### config.mk
export PLATFORM = sky130hd
export DESIGN_NAME = stop_ctrl_multi_flat
export DESIGN_NICKNAME = d
export VERILOG_FILES = /design/src/rtl/stop_ctrl_multi_if.sv /design/src/rtl/stop_ctrl_multi.sv /design/src/flat_wrapper.sv
export SDC_FILE = /design/constraint.sdc
export NUM_CORES = 1
export LEC_CHECK = 0
export ABC_AREA = 1
export ABC_CLOCK_PERIOD_IN_PS = 2050
export CAP_MARGIN = 20
export CORE_UTILIZATION = 45
export DETAILED_ROUTE_END_ITERATION = 16
export GPL_ROUTABILITY_DRIVEN = 0
export PLACE_DENSITY = 0.71
export RECOVER_POWER = 25
export SLEW_MARGIN = 10
export SYNTH_ARGS = -nofsm -noshare
export SYNTH_HDL_FRONTEND = slang
export SYNTH_SLANG_ARGS = --single-unit
### constraint.sdc
create_clock -name clk -period 2.05 [get_ports clk]
set_input_delay 0.41 -clock clk [delete_from_list [all_inputs] [get_ports clk]]
set_output_delay 0.41 -clock clk [all_outputs]
set_load 0.1 [all_outputs]
### src/rtl/stop_ctrl_multi_if.sv
// Bus between the capture write-address logic / host and the stop controller.
// The hit-count port exists only when STOP_TRIG_COUNT_EN is defined.
interface stop_ctrl_multi_if #(
  parameter int ADDR_WIDTH    = 10,
  parameter int HOLDOFF_WIDTH = 16,
  parameter int NUM_TRIG      = 4
`ifdef STOP_TRIG_COUNT_EN
  , parameter int TRIG_CNT_WIDTH = 8
`endif
);
  logic [ADDR_WIDTH-1:0]    waddr;
  logic                     primed;
  logic [NUM_TRIG-1:0]      i_trigger;
  logic [NUM_TRIG-1:0]      i_trig_mask;
  logic [NUM_TRIG-1:0]      i_trig_edge;
  logic                     i_trig_all;
  logic [HOLDOFF_WIDTH-1:0] i_holdoff;
  logic                     i_rearm;
`ifdef STOP_TRIG_COUNT_EN
  logic [TRIG_CNT_WIDTH-1:0] i_trig_count;
`endif
  logic                     stopped;
  logic                     triggered;
  logic [ADDR_WIDTH-1:0]    trigger_addr;
  logic [1:0]               o_state;

  modport master (
    output waddr, primed, i_trigger, i_trig_mask, i_trig_edge, i_trig_all,
           i_holdoff, i_rearm,
`ifdef STOP_TRIG_COUNT_EN
           i_trig_count,
`endif
    input  stopped, triggered, trigger_addr, o_state
  );

  modport slave (
    input  waddr, primed, i_trigger, i_trig_mask, i_trig_edge, i_trig_all,
           i_holdoff, i_rearm,
`ifdef STOP_TRIG_COUNT_EN
           i_trig_count,
`endif
    output stopped, triggered, trigger_addr, o_state
  );
endinterface

### src/rtl/stop_ctrl_multi.sv
// Capture-stop controller: multi-channel trigger qualify, holdoff, then freeze writes.
// Optional macro STOP_TRIG_COUNT_EN: require N qualified hits before triggering.
module stop_ctrl_lane (
  input  logic i_trig,
  input  logic i_prev,
  input  logic i_edge,
  input  logic i_mask,
  output logic o_hit
);
  assign o_hit = i_mask & (i_edge ? (i_trig & ~i_prev) : i_trig);
endmodule

module stop_ctrl_multi #(
  parameter int ADDR_WIDTH    = 10,
  parameter int HOLDOFF_WIDTH = 16,
  parameter int NUM_TRIG      = 4
`ifdef STOP_TRIG_COUNT_EN
  , parameter int TRIG_CNT_WIDTH = 8
`endif
) (
  input  logic              clk,
  input  logic              reset,
  stop_ctrl_multi_if.slave  bus
);
  typedef enum logic [1:0] {
    S_IDLE = 2'd0,
    S_WAIT = 2'd1,
    S_HOLD = 2'd2,
    S_STOP = 2'd3
  } state_t;

  state_t                   r_state, w_state_nxt;
  logic [NUM_TRIG-1:0]      r_prev, w_hit;
  logic [HOLDOFF_WIDTH-1:0] r_cnt, w_cnt_nxt, r_hold, w_hold_nxt;
  logic [ADDR_WIDTH-1:0]    r_taddr, w_taddr_nxt;
  logic                     r_stopped, w_stopped_nxt;
  logic                     r_trig, w_trig_nxt;
  logic                     w_any, w_all, w_qual, w_fire;

  genvar g;
  generate
    for (g = 0; g < NUM_TRIG; g++) begin : g_lane
      stop_ctrl_lane u_lane (
        .i_trig (bus.i_trigger[g]),
        .i_prev (r_prev[g]),
        .i_edge (bus.i_trig_edge[g]),
        .i_mask (bus.i_trig_mask[g]),
        .o_hit  (w_hit[g])
      );
    end
  endgenerate

  // w_hit is already masked; AND mode needs every enabled lane and a non-empty mask.
  assign w_any  = |w_hit;
  assign w_all  = (|bus.i_trig_mask) && (w_hit == bus.i_trig_mask);
  assign w_qual = bus.i_trig_all ? w_all : w_any;

`ifdef STOP_TRIG_COUNT_EN
  logic [TRIG_CNT_WIDTH-1:0] r_hcnt, w_hcnt_nxt, w_hcnt_inc, w_target;

  assign w_hcnt_inc = r_hcnt + 1'b1;
  assign w_target   = (bus.i_trig_count == '0) ? TRIG_CNT_WIDTH'(1) : bus.i_trig_count;
  assign w_fire     = w_qual && (w_hcnt_inc == w_target);

  always_comb begin
    w_hcnt_nxt = r_hcnt;
    if (bus.i_rearm)
      w_hcnt_nxt = '0;
    else if (r_state == S_IDLE && bus.primed)
      w_hcnt_nxt = '0;
    else if (r_state == S_WAIT && bus.primed && w_qual)
      w_hcnt_nxt = w_hcnt_inc;
  end

  always_ff @(posedge clk or negedge reset) begin
    if (!reset) r_hcnt <= '0;
    else        r_hcnt <= w_hcnt_nxt;
  end
`else
  assign w_fire = w_qual;
`endif

  always_comb begin
    w_state_nxt   = r_state;
    w_cnt_nxt     = r_cnt;
    w_hold_nxt    = r_hold;
    w_taddr_nxt   = r_taddr;
    w_stopped_nxt = r_stopped;
    w_trig_nxt    = r_trig;
    if (bus.i_rearm) begin
      w_state_nxt   = S_IDLE;
      w_cnt_nxt     = '0;
      w_stopped_nxt = 1'b0;
      w_trig_nxt    = 1'b0;
    end else begin
      case (r_state)
        S_IDLE: if (bus.primed) w_state_nxt = S_WAIT;
        S_WAIT: begin
          if (!bus.primed) begin
            w_state_nxt = S_IDLE;
          end else if (w_fire) begin
            w_state_nxt = S_HOLD;
            w_trig_nxt  = 1'b1;
            w_taddr_nxt = bus.waddr;
            w_cnt_nxt   = '0;
            w_hold_nxt  = bus.i_holdoff;
          end
        end
        // Equality against the latched value; counter never passes it, so no wrap.
        S_HOLD: begin
          if (r_cnt == r_hold) begin
            w_state_nxt   = S_STOP;
            w_stopped_nxt = 1'b1;
          end else begin
            w_cnt_nxt = r_cnt + 1'b1;
          end
        end
        S_STOP: ;
        default: w_state_nxt = S_IDLE;
      endcase
    end
  end

  always_ff @(posedge clk or negedge reset) begin
    if (!reset) begin
      r_state   <= S_IDLE;
      r_prev    <= '0;
      r_cnt     <= '0;
      r_hold    <= '0;
      r_taddr   <= '0;
      r_stopped <= 1'b0;
      r_trig    <= 1'b0;
    end else begin
      r_state   <= w_state_nxt;
      r_prev    <= bus.i_trigger;
      r_cnt     <= w_cnt_nxt;
      r_hold    <= w_hold_nxt;
      r_taddr   <= w_taddr_nxt;
      r_stopped <= w_stopped_nxt;
      r_trig    <= w_trig_nxt;
    end
  end

  assign bus.stopped      = r_stopped;
  assign bus.triggered    = r_trig;
  assign bus.trigger_addr = r_taddr;
  assign bus.o_state      = r_state;
endmodule

### src/flat_wrapper.sv
// flat-port wrapper written by rule: the top's interface ports become plain ports
module stop_ctrl_multi_flat 
#(
  parameter int ADDR_WIDTH    = 10,
  parameter int HOLDOFF_WIDTH = 16,
  parameter int NUM_TRIG      = 4

)
  (clk, reset, bus_waddr, bus_primed, bus_i_trigger, bus_i_trig_mask, bus_i_trig_edge, bus_i_trig_all, bus_i_holdoff, bus_i_rearm, bus_stopped, bus_triggered, bus_trigger_addr, bus_o_state);
  stop_ctrl_multi_if #(.ADDR_WIDTH(ADDR_WIDTH), .HOLDOFF_WIDTH(HOLDOFF_WIDTH), .NUM_TRIG(NUM_TRIG)) bus_i ();
  input  logic clk;
  input  logic reset;
  input wire logic [$bits(bus_i.waddr)-1:0] bus_waddr;
  input wire logic [$bits(bus_i.primed)-1:0] bus_primed;
  input wire logic [$bits(bus_i.i_trigger)-1:0] bus_i_trigger;
  input wire logic [$bits(bus_i.i_trig_mask)-1:0] bus_i_trig_mask;
  input wire logic [$bits(bus_i.i_trig_edge)-1:0] bus_i_trig_edge;
  input wire logic [$bits(bus_i.i_trig_all)-1:0] bus_i_trig_all;
  input wire logic [$bits(bus_i.i_holdoff)-1:0] bus_i_holdoff;
  input wire logic [$bits(bus_i.i_rearm)-1:0] bus_i_rearm;
  output wire logic [$bits(bus_i.stopped)-1:0] bus_stopped;
  output wire logic [$bits(bus_i.triggered)-1:0] bus_triggered;
  output wire logic [$bits(bus_i.trigger_addr)-1:0] bus_trigger_addr;
  output wire logic [$bits(bus_i.o_state)-1:0] bus_o_state;
  assign bus_i.waddr = bus_waddr;
  assign bus_i.primed = bus_primed;
  assign bus_i.i_trigger = bus_i_trigger;
  assign bus_i.i_trig_mask = bus_i_trig_mask;
  assign bus_i.i_trig_edge = bus_i_trig_edge;
  assign bus_i.i_trig_all = bus_i_trig_all;
  assign bus_i.i_holdoff = bus_i_holdoff;
  assign bus_i.i_rearm = bus_i_rearm;
  assign bus_stopped = bus_i.stopped;
  assign bus_triggered = bus_i.triggered;
  assign bus_trigger_addr = bus_i.trigger_addr;
  assign bus_o_state = bus_i.o_state;
  stop_ctrl_multi #(.ADDR_WIDTH(ADDR_WIDTH), .HOLDOFF_WIDTH(HOLDOFF_WIDTH), .NUM_TRIG(NUM_TRIG)) u_core (.clk(clk), .reset(reset), .bus(bus_i));
endmodule
==> out/results.tsv <==
stage	metric	value	unit
global_routing	grtUsageTotal	0.212	
power_and_ir_drop	p_per_area	1040	mW/mm^2
drt	wl_per_cell	11.5	um
sta	fin_ws	357	ps
power_and_ir_drop	max-vdd-ir-drop	1.09	mV
logic_synthesis	syn_area	0.00284	mm^2
place	portBuffers	56	
logic_synthesis	ys_warn_count	0	
logic_synthesis	synth_largest_area_cell	dfrtp_1	
cells_and_area	multi_input_area	0.00134	mm^2
place	place_ws	50.4	ps
cells_and_area	nets	518	
die	initial_core_util	0.473	
job	drv_cap	0	
sta	timing.fmax	591	MHz
min_path	worstHoldPathType	input port to asynchronous set/reset pin	
cts	htree_levels	2	
cells_and_area	mostFrequentLayoutCell	nand2_1	
sta	fin_crit	1690	ps
setup_path	worstPathRequired	2260	ps
logic_synthesis	ys_ff_latch	50	
cells_and_area	diodes	0	
drt	wl	6270	um
setup_path	crit_slowest_cell	dfrtp_1	
drt	viasPerCell	4.87	
logic_synthesis	netlist.area_leader.share	0.441	
cts	post_cts_buffers	0	
global_routing	grt_pass1_wl	10600	um
setup_path	path_buf_inv	1	
place	place_area	0.00351	mm^2
die	row_count	28	
cells_and_area	ff_latch_area	0.00125	mm^2
logic_synthesis	synth_cells	406	
sta	relSlewSlack	0.370	
setup_path	max_stage_delay	470	ps
logic_synthesis	synth.avg_cell_area	6.99	um^2
die	die_h	81.4	um
cts	clk_pin_slew	110	ps
setup_path	worstPathArrival	1900	ps
drt	drt-pass1-iter-count	4	
setup_path	critical_path_class	flip-flop to flip-flop	
cells_and_area	area_growth	27.1	%
drt	drc	0	
setup_path	path_delay_family	simple AND/OR/NAND/NOR gates	
setup_path	endpoint_kind	flip-flop	
logic_synthesis	synth_area_leaders	dfrtp_1, nand2_1, nor2_1, inv_1, nand4_1	
sta	fin_tns_setup	0	ps
power_and_ir_drop	leakage	1.76	nW
cts	cts_resized	0	
setup_path	critPathLaunchType	flip-flop	
drt	drt-initial-drc-count	174	
die	die-area	0.00663	mm^2
drt	vias	2664	
setup_path	r2r_setup_slack	360	ps
sta	setup_violations	0	
cts	clockBufferDepth	2	
run_status	status	complete, no violations	
sta	worstMarginPinSlew	946	ps
drt	drtAntennaViolNets	0	
setup_path	crit_fanout	8	
setup_path	crit_top_cell	nand2_1	
global_routing	antenna_found_initial	0	
sta	finalCritPeriodShare	0.826	
cells_and_area	layout.cells.most_common_list	nand2_1, nor2_1, inv_1	
cts	hold_buffers	0	
global_routing	grt_max_degree	54	
die	core-area	0.00599	mm^2
cells_and_area	fill_cells	568	
logic_synthesis	seq_area_frac_synth	0.441	
place	hpwl	4760	um
cells_and_area	drive_gt1_frac	0.0932	
sta	hold_viol_final	0	
die	top_level_ports	57	
sta	holdWs	171	ps
cts	cts_root_buf	clkbuf_8	
cts	clock_sinks	50	
cts	cts_tree	done	
setup_path	crit_chain	xor2_1, nor2_1, nand2_1, nor2_2, nand3_4, buf_4, nand4_1, nand2_1	
cts	clock_latency	320	ps
cells_and_area	finish.instance_area	0.00360	mm^2
logic_synthesis	syn-num-nets	453	
sta	skew	8.50	ps
logic_synthesis	synth_cell_types	23	
cts	numCtsBuffers	5	
sta	rsz0062_at_grt	no	
global_routing	grt_pass1_vias	2384	
power_and_ir_drop	p_total	3.75	mW
sta	slew_violations	0	
global_routing	overflow	0	
die	die_x	81.4	um
==> per-layer routing <==
| layer | global-route usage | vias up | part of all wire |
|---|---|---|---|
| met2 | 0.352 | 74 | 0.48 |
| met5 | 0 | - | 0 |
| met3 | 0.0427 | 10 | 0.052 |
| li1 | - | 1397 | - |
| met1 | 0.275 | 1183 | 0.45 |
| met4 | 0.0679 | 0 | 0.014 |
==> cell type report <==
type	instances	share of cell area
clock inverters	3	0.00798
inverters	53	0.0552
repair buffers	68	0.171
well taps	75	0.0260
flip-flops and latches	50	0.348
clock buffers	5	0.0191
multi-input cells	293	0.372
==> Yosys cell counts <==
library cell / count
nor2_1: 54
xor2_1: 8
inv_2: 3
clkbuf_1: 6
nand2_1: 146
nor2_2: 2
o21ai_0: 20
ha_1: 4
buf_2: 3
nor3_1: 2
a21boi_0: 1
nand2_2: 1
a21oi_1: 17
nand3_4: 2
nand3_1: 13
nand4_1: 19
inv_1: 49
buf_6: 1
a31oi_1: 1
dfrtp_1: 50
and2_1: 2
o21bai_1: 1
clkinv_1: 1
==> sequential cells by signal, indices dropped and copies added, names as in the netlist <==
register and flops:
u_core.r_hold 16, u_core.bus.o_state 2, u_core.r_prev 4, u_core.r_cnt 16
u_core.bus.triggered 1, u_core.bus.trigger_addr 10, u_core.bus.stopped 1
==> report_power, final <==
| group | total (mW) | internal (mW) | switching (mW) | leakage [nW] |
|---|---|---|---|---|
| sequential | 1.38 | 1.23 | 0.146 | 0.623 |
| clock | 0.633 | 0.256 | 0.377 | 0.0506 |
| combinational | 1.73 | 0.474 | 1.26 | 1.08 |
==> stage by stage <==
stage	std cells	utilization
final	547	0.602
after global routing	547	0.602
after CTS	547	0.603
after detailed placement	539	0.586
after global placement	539	0.586
after floorplan	406	-
==> kinds of logic (layout without fill, tap and decap cells) <==
logic type,after synthesis,in the layout,synth area share
DFF,50,50,0.441
and+or+nand+nor,241,241,0.356
buffers and inverters,63,129,0.0873
AOI/OAI and AO/OA,40,40,0.0728
adders and majority gates,4,4,0.0176
xor gates and xnor gates,8,8,0.0247
==> path summary, 6_finish.rpt <==
path                                             from                          to  cells past startpoint
max                                   u_core.r_cnt[3]            u_core.r_cnt[14]                      8
min                                             reset            u_core.r_cnt[14]                      1
max reg2reg                           u_core.r_cnt[3]            u_core.r_cnt[14]                      8
min reg2reg                u_core.bus.trigger_addr[9]  u_core.bus.trigger_addr[9]                      2
max in group asynchronous                       reset            u_core.r_cnt[12]                      2
min in group clk           u_core.bus.trigger_addr[9]  u_core.bus.trigger_addr[9]                      2
(Power assumes the default switching activity.)
